--- config.mk ---
export PLATFORM = sky130hd
export DESIGN_NAME = id_ex_stage
export DESIGN_NICKNAME = d
export VERILOG_FILES = /design/src/rtl/id_ex_stage.sv
export SDC_FILE = /design/constraint.sdc
export NUM_CORES = 1
export LEC_CHECK = 0
export ABC_AREA = 0
export CORE_MARGIN = 4
export CORE_UTILIZATION = 39
export DETAILED_ROUTE_END_ITERATION = 6
export PLACE_DENSITY = 0.9
export SYNTH_ARGS = -nofsm -noshare
export SYNTH_HDL_FRONTEND = slang
export SYNTH_SLANG_ARGS = --single-unit
--- constraint.sdc ---
create_clock -name Clk -period 2.7 [get_ports Clk]
set_input_delay 0.675 -clock Clk [delete_from_list [all_inputs] [get_ports Clk]]
set_output_delay 0.675 -clock Clk [all_outputs]
set_load 0.03 [all_outputs]
--- src/rtl/id_ex_stage.sv ---
// id_ex_stage: one-entry ID/EX pipeline register slice with load-use hazard
// detection, bubble insertion and branch flush.
// Optional feature: define FORWARD_EN to add the Ex_* ports and let a result
// leaving execute replace stale register-file operands at capture time.
module id_ex_stage (
  input  logic        Clk,
  input  logic        Reset_n,
  input  logic        In_Valid,
  output logic        In_Ready,
  input  logic [31:0] Rs_Data,
  input  logic [31:0] Rt_Data,
  input  logic [31:0] Imm,
  input  logic [4:0]  Rs,
  input  logic [4:0]  Rt,
  input  logic [4:0]  Rd,
  input  logic        ALUSrc,
  input  logic        RegWrite,
  input  logic        MemRead,
  input  logic        Flush,
`ifdef FORWARD_EN
  input  logic [31:0] Ex_Result,
  input  logic [4:0]  Ex_Rd,
  input  logic        Ex_RegWrite,
`endif
  output logic        Out_Valid,
  input  logic        Out_Ready,
  output logic [31:0] Out_A,
  output logic [31:0] Out_B,
  output logic [31:0] Out_Imm,
  output logic        Out_ALUSrc,
  output logic [4:0]  Out_Rd,
  output logic        Out_RegWrite,
  output logic        Out_MemRead,
  output logic        Hazard
);

  typedef enum logic [1:0] {
    EMPTY  = 2'd0,
    FULL   = 2'd1,
    BUBBLE = 2'd2
  } state_t;

  state_t      state_r;
  logic        out_valid_r;
  logic [31:0] a_r;
  logic [31:0] b_r;
  logic [31:0] imm_r;
  logic [4:0]  rd_r;
  logic        alusrc_r;
  logic        regwrite_r;
  logic        memread_r;

  logic        hazard_s;
  logic        in_ready_s;
  logic        transfer_s;
  logic [31:0] rs_val_s;
  logic [31:0] rt_val_s;

  // Load-use detection: the held load's destination is a source of the offered
  // instruction; register 0 is hard-wired and never creates a dependency.
  always_comb begin
    hazard_s = 1'b0;
    if ((state_r == FULL) && memread_r && (rd_r != 5'd0) && In_Valid &&
        ((Rs == rd_r) || (Rt == rd_r))) begin
      hazard_s = 1'b1;
    end else begin
      hazard_s = 1'b0;
    end
  end

  // Handshake: accept when the slot frees this cycle, unless stalling or flushing.
  always_comb begin
    in_ready_s = (~out_valid_r | Out_Ready) & ~hazard_s & ~Flush;
    transfer_s = In_Valid & in_ready_s;
  end

  // Operand selection at capture; execute-stage results override each source independently.
  always_comb begin
    rs_val_s = Rs_Data;
    rt_val_s = Rt_Data;
`ifdef FORWARD_EN
    if (Ex_RegWrite && (Ex_Rd != 5'd0) && (Ex_Rd == Rs)) begin
      rs_val_s = Ex_Result;
    end else begin
      rs_val_s = Rs_Data;
    end
    if (Ex_RegWrite && (Ex_Rd != 5'd0) && (Ex_Rd == Rt)) begin
      rt_val_s = Ex_Result;
    end else begin
      rt_val_s = Rt_Data;
    end
`endif
  end

  // Slice state machine: flush dominates, then capture, then drain/bubble/hold.
  always_ff @(posedge Clk or negedge Reset_n) begin
    if (!Reset_n) begin
      state_r     <= EMPTY;
      out_valid_r <= 1'b0;
      a_r         <= 32'h0;
      b_r         <= 32'h0;
      imm_r       <= 32'h0;
      rd_r        <= 5'd0;
      alusrc_r    <= 1'b0;
      regwrite_r  <= 1'b0;
      memread_r   <= 1'b0;
    end else if (Flush) begin
      state_r     <= EMPTY;
      out_valid_r <= 1'b0;
      regwrite_r  <= 1'b0;
      memread_r   <= 1'b0;
    end else if (transfer_s) begin
      state_r     <= FULL;
      out_valid_r <= 1'b1;
      a_r         <= rs_val_s;
      b_r         <= rt_val_s;
      imm_r       <= Imm;
      rd_r        <= Rd;
      alusrc_r    <= ALUSrc;
      regwrite_r  <= RegWrite;
      memread_r   <= MemRead;
    end else begin
      case (state_r)
        EMPTY, BUBBLE: begin
          state_r     <= EMPTY;
          out_valid_r <= 1'b0;
          regwrite_r  <= 1'b0;
          memread_r   <= 1'b0;
        end
        FULL: begin
          if (Out_Ready) begin
            // A stalled dependent leaves one cycle of no-op behind the load.
            state_r     <= hazard_s ? BUBBLE : EMPTY;
            out_valid_r <= 1'b0;
            regwrite_r  <= 1'b0;
            memread_r   <= 1'b0;
          end else begin
            state_r     <= FULL;
            out_valid_r <= 1'b1;
          end
        end
        default: begin
          state_r     <= EMPTY;
          out_valid_r <= 1'b0;
          regwrite_r  <= 1'b0;
          memread_r   <= 1'b0;
        end
      endcase
    end
  end

  assign In_Ready     = in_ready_s;
  assign Hazard       = hazard_s;
  assign Out_Valid    = out_valid_r;
  assign Out_A        = a_r;
  assign Out_B        = b_r;
  assign Out_Imm      = imm_r;
  assign Out_ALUSrc   = alusrc_r;
  assign Out_Rd       = rd_r;
  assign Out_RegWrite = regwrite_r;
  assign Out_MemRead  = memread_r;

endmodule

# --- After elaboration in Yosys (flattened, before gate mapping) ---
# Index checks and enable logic that the tools add are counted.
totals:
  reg_bits: 107
classes:
  n_eq_ne: 4
  muxes: 16
  n_bitwise: 7
  n_reduce_logical: 7
ops:
  columns: ["operator", "n"]
  rows:
  - ["2-to-1 mux 1 bit", 11]
  - ["== test 5 bit", 2]
  - ["2-to-1 mux 2 bit", 5]
  - ["nonzero test 5 bit", 1]
  - ["logical AND 1 bit", 4]
  - ["!= test 4 bit, second input constant", 1]
  - ["bitwise AND 1 bit", 3]
  - ["inverter 1 bit", 3]
  - ["== test 2 x 1 -> 1 bit, second input constant", 1]
  - ["AND reduction 2 bit", 1]
  - ["logical OR 1 bit", 1]
  - ["bitwise OR 1 bit", 1]

# --- Logic depth before layout (Yosys ltp) ---
logic_depth:
  word_depth: 12
  depth_mapped: 8

# --- Worst setup path after synthesis ---
# No wires, ideal clock.
synth_path:
  path_type: "input to output"
  from: "input Rs[2]"
  to: "output In_Ready"
  t_arrival_ps: 1869
  setup_slack_ps: 156
  cell_stages: 5
  n_path_buf: 0
  path_cell_list: "xor2_1 -> nor3_1 -> a22oi_1 -> nor2_1 -> nor2b_1"
synth_between:
  elab_chain_cells: 7
synth_rtl:
  columns: ["element", "line_no", "source"]
  rows:
  - ["start: declaration", "13", "input logic [4:0] Rs,"]
  - ["== test 5 bit", "64", "((Rs == rd_r) || (Rt == rd_r))) begin"]
  - ["logical OR 1 bit", "64", null]
  - ["logical AND 1 bit", "63", "if ((state_r == FULL) && memread_r && (rd_r != 5'd0) && In_Valid &&"]
  - ["2-to-1 mux 1 bit", "63", null]
  - ["via Hazard", "34", "output logic Hazard"]
  - ["inverter 1 bit", "73", "in_ready_s = (~out_valid_r | Out_Ready) & ~hazard_s & ~Flush;"]
  - ["bitwise AND 1 bit (2 in series)", "73", null]
  - ["end: declaration", "9", "output logic In_Ready,"]
# The timed path passes the listed nets, and every way through them passes these cells.

# --- Worst setup path after layout ---
layout_path:
  from: "input Rs[3]"
  to: "output In_Ready"
layout_between:
  elab_chain_cells: 7
layout_rtl:
  columns: ["element", "line_no"]
  rows:
  - ["== test 5 bit", "64"]
  - ["logical OR 1 bit", "64"]
  - ["logical AND 1 bit", "63"]
  - ["2-to-1 mux 1 bit", "63"]
  - ["inverter 1 bit", "73"]
  - ["bitwise AND 1 bit (2 in series)", "73"]
# Every way passes these cells.

==> impl_metrics.csv <==
group,metric,value,unit
status,status,"finished clean",
run,max_cap_violations,0,
floorplanning,core_area,10800,sq um
timing,slew_headroom,0.608,
clock_tree,cts.sinks,106,
clock_tree,cts_root_buf,"clkbuf_8",
worst_setup_path,worstReg2RegStart,"Out_Rd[3]",
cells_and_area,final_cells,627,
global_routing,overflow,0,
worst_setup_path,reg2reg_slack,0.53,ns
cells_and_area,nets,601,
power_and_ir_drop,power_density,701,nW/um^2
timing,worst_pin_slew,0.588,ns
yosys,ys_seq_area_frac,0.619,
floorplanning,dieArea,12700,sq um
worst_setup_path,worst_r2r_endpoint,"Out_A[4]",
clock_tree,clk_path_buf_depth,2,
placement,routabilityCongestion,0.933,
yosys,syn-mean-instance-area,17.2,sq um
floorplanning,ios,226,
floorplanning,die_x,113,um
cells_and_area,final_core_util,0.642,
global_routing,grt_pass1_wl,17400,um
worst_setup_path,start_kind,"primary input",
timing,finalSetupViolations,0,
yosys,yosysUniqueCellTypes,19,
worst_setup_path,cp-end-kind,"output pin",
placement,placed_area,6690,sq um
cells_and_area,fill_cells,779,
cells_and_area,fin_area,6930,sq um
yosys,yosysWarnings,0,
global_routing,grt_max_degree,107,
yosys,synth-seq-cells,106,
yosys,syn_area,4290,sq um
timing,skew,0.00830,ns
drt,num_vias,2917,
drt,wirelength,11200,um
cells_and_area,antenna_cells,0,
min_path,hp-class,"primary input to asynchronous set/reset pin",
timing,fmax,371,MHz
drt,first_iter_violations,86,
worst_setup_path,cp.arrival,2.02,ns
placement,hpwl,8430,um
worst_setup_path,crit_required,2.03,ns
global_routing,grt_pass1_vias,3311,
floorplanning,die_y,113,um
drt,final_antenna_net_count,0,
clock_tree,clk_pin_slew,0.10,ns
worst_setup_path,path_class,"primary input to output pin",
cells_and_area,syn2layout_area_growth,61.6,%
drt,drcViolationCount,0,
global_routing,antenna_found_initial,0,
drt,drt_first_pass_iters,4,
timing,period_share,0.998,
clock_tree,worstSkewPairLatency,0.35,ns
timing,fin_crit,2.69,ns
clock_tree,cts_tree,"done",
timing,hold_violations,0,
worst_setup_path,reg2reg_depth,7,
drt,routedWlPerCell,17.9,um
worst_setup_path,slowest_delay,0.47,ns
worst_setup_path,cpMaxStageDelayCell,"clkdlybuf4s50_1",
power_and_ir_drop,p_leak,2.94,nW
yosys,synth_nets,369,
global_routing,grt.total_usage,0.173,
cells_and_area,drive_gt1_frac,0.271,
yosys,syn_inst,250,
worst_setup_path,cp_max_fo,2,
clock_tree,cts_htree_levels,3,
placement,dp_cells,609,
placement,port-buffer-count,225,
clock_tree,cts_buffers,9,
worst_setup_path,path_cells,"clkdlybuf4s50_1, xor2_1, nor2_1, a22oi_2, nor2_2, nor2b_1, buf_4",
floorplanning,row_count,38,
timing,drv_slew,0,
drt,vias_per_cell,4.65,
clock_tree,hold_buffers,0,
power_and_ir_drop,ir_drop,416,uV
floorplanning,initial_core_util,0.397,
[worst max path at each step]
stage | startpoint | end | cells past startpoint
2_1_floorplan | Rs[2] | In_Ready | 5
3_3_place_gp | Rs[3] | Hazard | 7
3_5_place_dp | Rs[3] | Hazard | 7
4_1_cts | Rs[4] | Hazard | 7
5_1_grt | Rs[3] | In_Ready | 7
6_report | Rs[3] | In_Ready | 7
[worst max-delay path: cells and delay by family]
kind / cells / cell delay, ns
AND/OR/NAND/NOR: 3 / 0.28
AO/OA/AOI/OAI: 1 / 0.25
buffers and inverters: 2 / 0.64
XOR/XNOR: 1 / 0.19
[area by class of cell]
class | count | area [sq um] | area share
multi-input combinational | 131 | 1540 | 0.223
inverter | 1 | 3.75 | 0.000542
clock buffer | 12 | 155 | 0.0224
timing repair buffer | 233 | 2350 | 0.339
sequential | 106 | 2650 | 0.383
clock inverter | 4 | 50.0 | 0.00722
tap | 140 | 175 | 0.0253
[cells in the final DEF, fill, tap and decap left out, types with 2 or more instances in the layout]
cell type        count
mux2_2              55
mux2_4              47
dlymetal6s2s_1       2
buf_12               3
nor2_1               3
clkdlybuf4s50_1    220
clkbuf_8            11
a22o_1               2
clkinvlp_4           2
buf_4                7
xor2_1              10
nor3_1               4
dfrtp_1            106
[synthesized netlist by cell type]
library cell,count,area [sq um]
dfrtp_1,106,2650
mux2_2,55,619
mux2_4,47,706
xor2_1,10,87.6
buf_6,7,78.8
buf_2,5,25.0
nor2_1,4,15.0
nor3_1,4,20.0
a22o_1,2,17.5
a211o_1,1,8.76
a21oi_1,1,5.00
a22oi_1,1,7.51
inv_1,1,3.75
nand2_1,1,3.75
nand2b_1,1,6.26
nor2b_1,1,6.26
nor4b_1,1,8.76
o211a_1,1,10.0
or2_2,1,6.26
[where the power goes]
| group | total (mW) | switching (mW) | internal, mW |
|---|---|---|---|
| logic | 1.83 | 0.898 | 0.932 |
| clock network | 0.993 | 0.514 | 0.479 |
| registers | 2.03 | 0.173 | 1.86 |
| total | 4.86 | 1.58 | 3.27 |
[what timing repair did]
action                                  CTS  global route
pin swaps                                 3             3
resized for setup                         1             4
endpoints found under the setup margin    2             2
buffers inserted                          0             2
cloned                                    0             0
endpoints found under the hold margin     0             0
[flip-flops by register name, summed over array words and instances, names as in the netlist]
| register | cells |
|---|---|
| Out_B | 32 |
| Out_A | 32 |
| Out_ALUSrc | 1 |
| Out_MemRead | 1 |
| Out_Rd | 5 |
| Out_RegWrite | 1 |
| Out_Imm | 32 |
| state_r | 2 |
[layer usage]
metal / vias to the layer above / track usage / wire length [um]
li1: 1331 / - / -
met1: 1412 / 0.194 / 4300
met4: 0 / 0.0753 / 301
met2: 148 / 0.300 / 5660
met3: 26 / 0.0572 / 984
met5: - / 0 / 0
[per-stage QoR]
step / worst slack (ns) / TNS (ns) / power (mW) / hold slack (ns)
floorplan: 0.156 / 0 / 3.01 / 0.379
global placement: -0.0530 / -0.347 / 3.85 / 0.489
detailed placement: -0.0692 / -1.00 / 3.90 / 0.491
CTS: 0.00218 / 0 / 4.91 / 0.383
global route: -0.0887 / -0.131 / 5.08 / 0.400
finish: 0.00533 / 0 / 4.86 / 0.346
[kinds of logic (layout without fill, tap and decap cells)]
group / count (synthesis) / count (layout) / synth area share
compound gates: 6 / 6 / 0.0114
mux: 102 / 102 / 0.309
simple gates: 13 / 13 / 0.0155
xor+xnor: 10 / 10 / 0.0204
buf+inv: 13 / 250 / 0.0251
flops: 106 / 106 / 0.619
No activity file was read; power rests on OpenSTA's default activity.
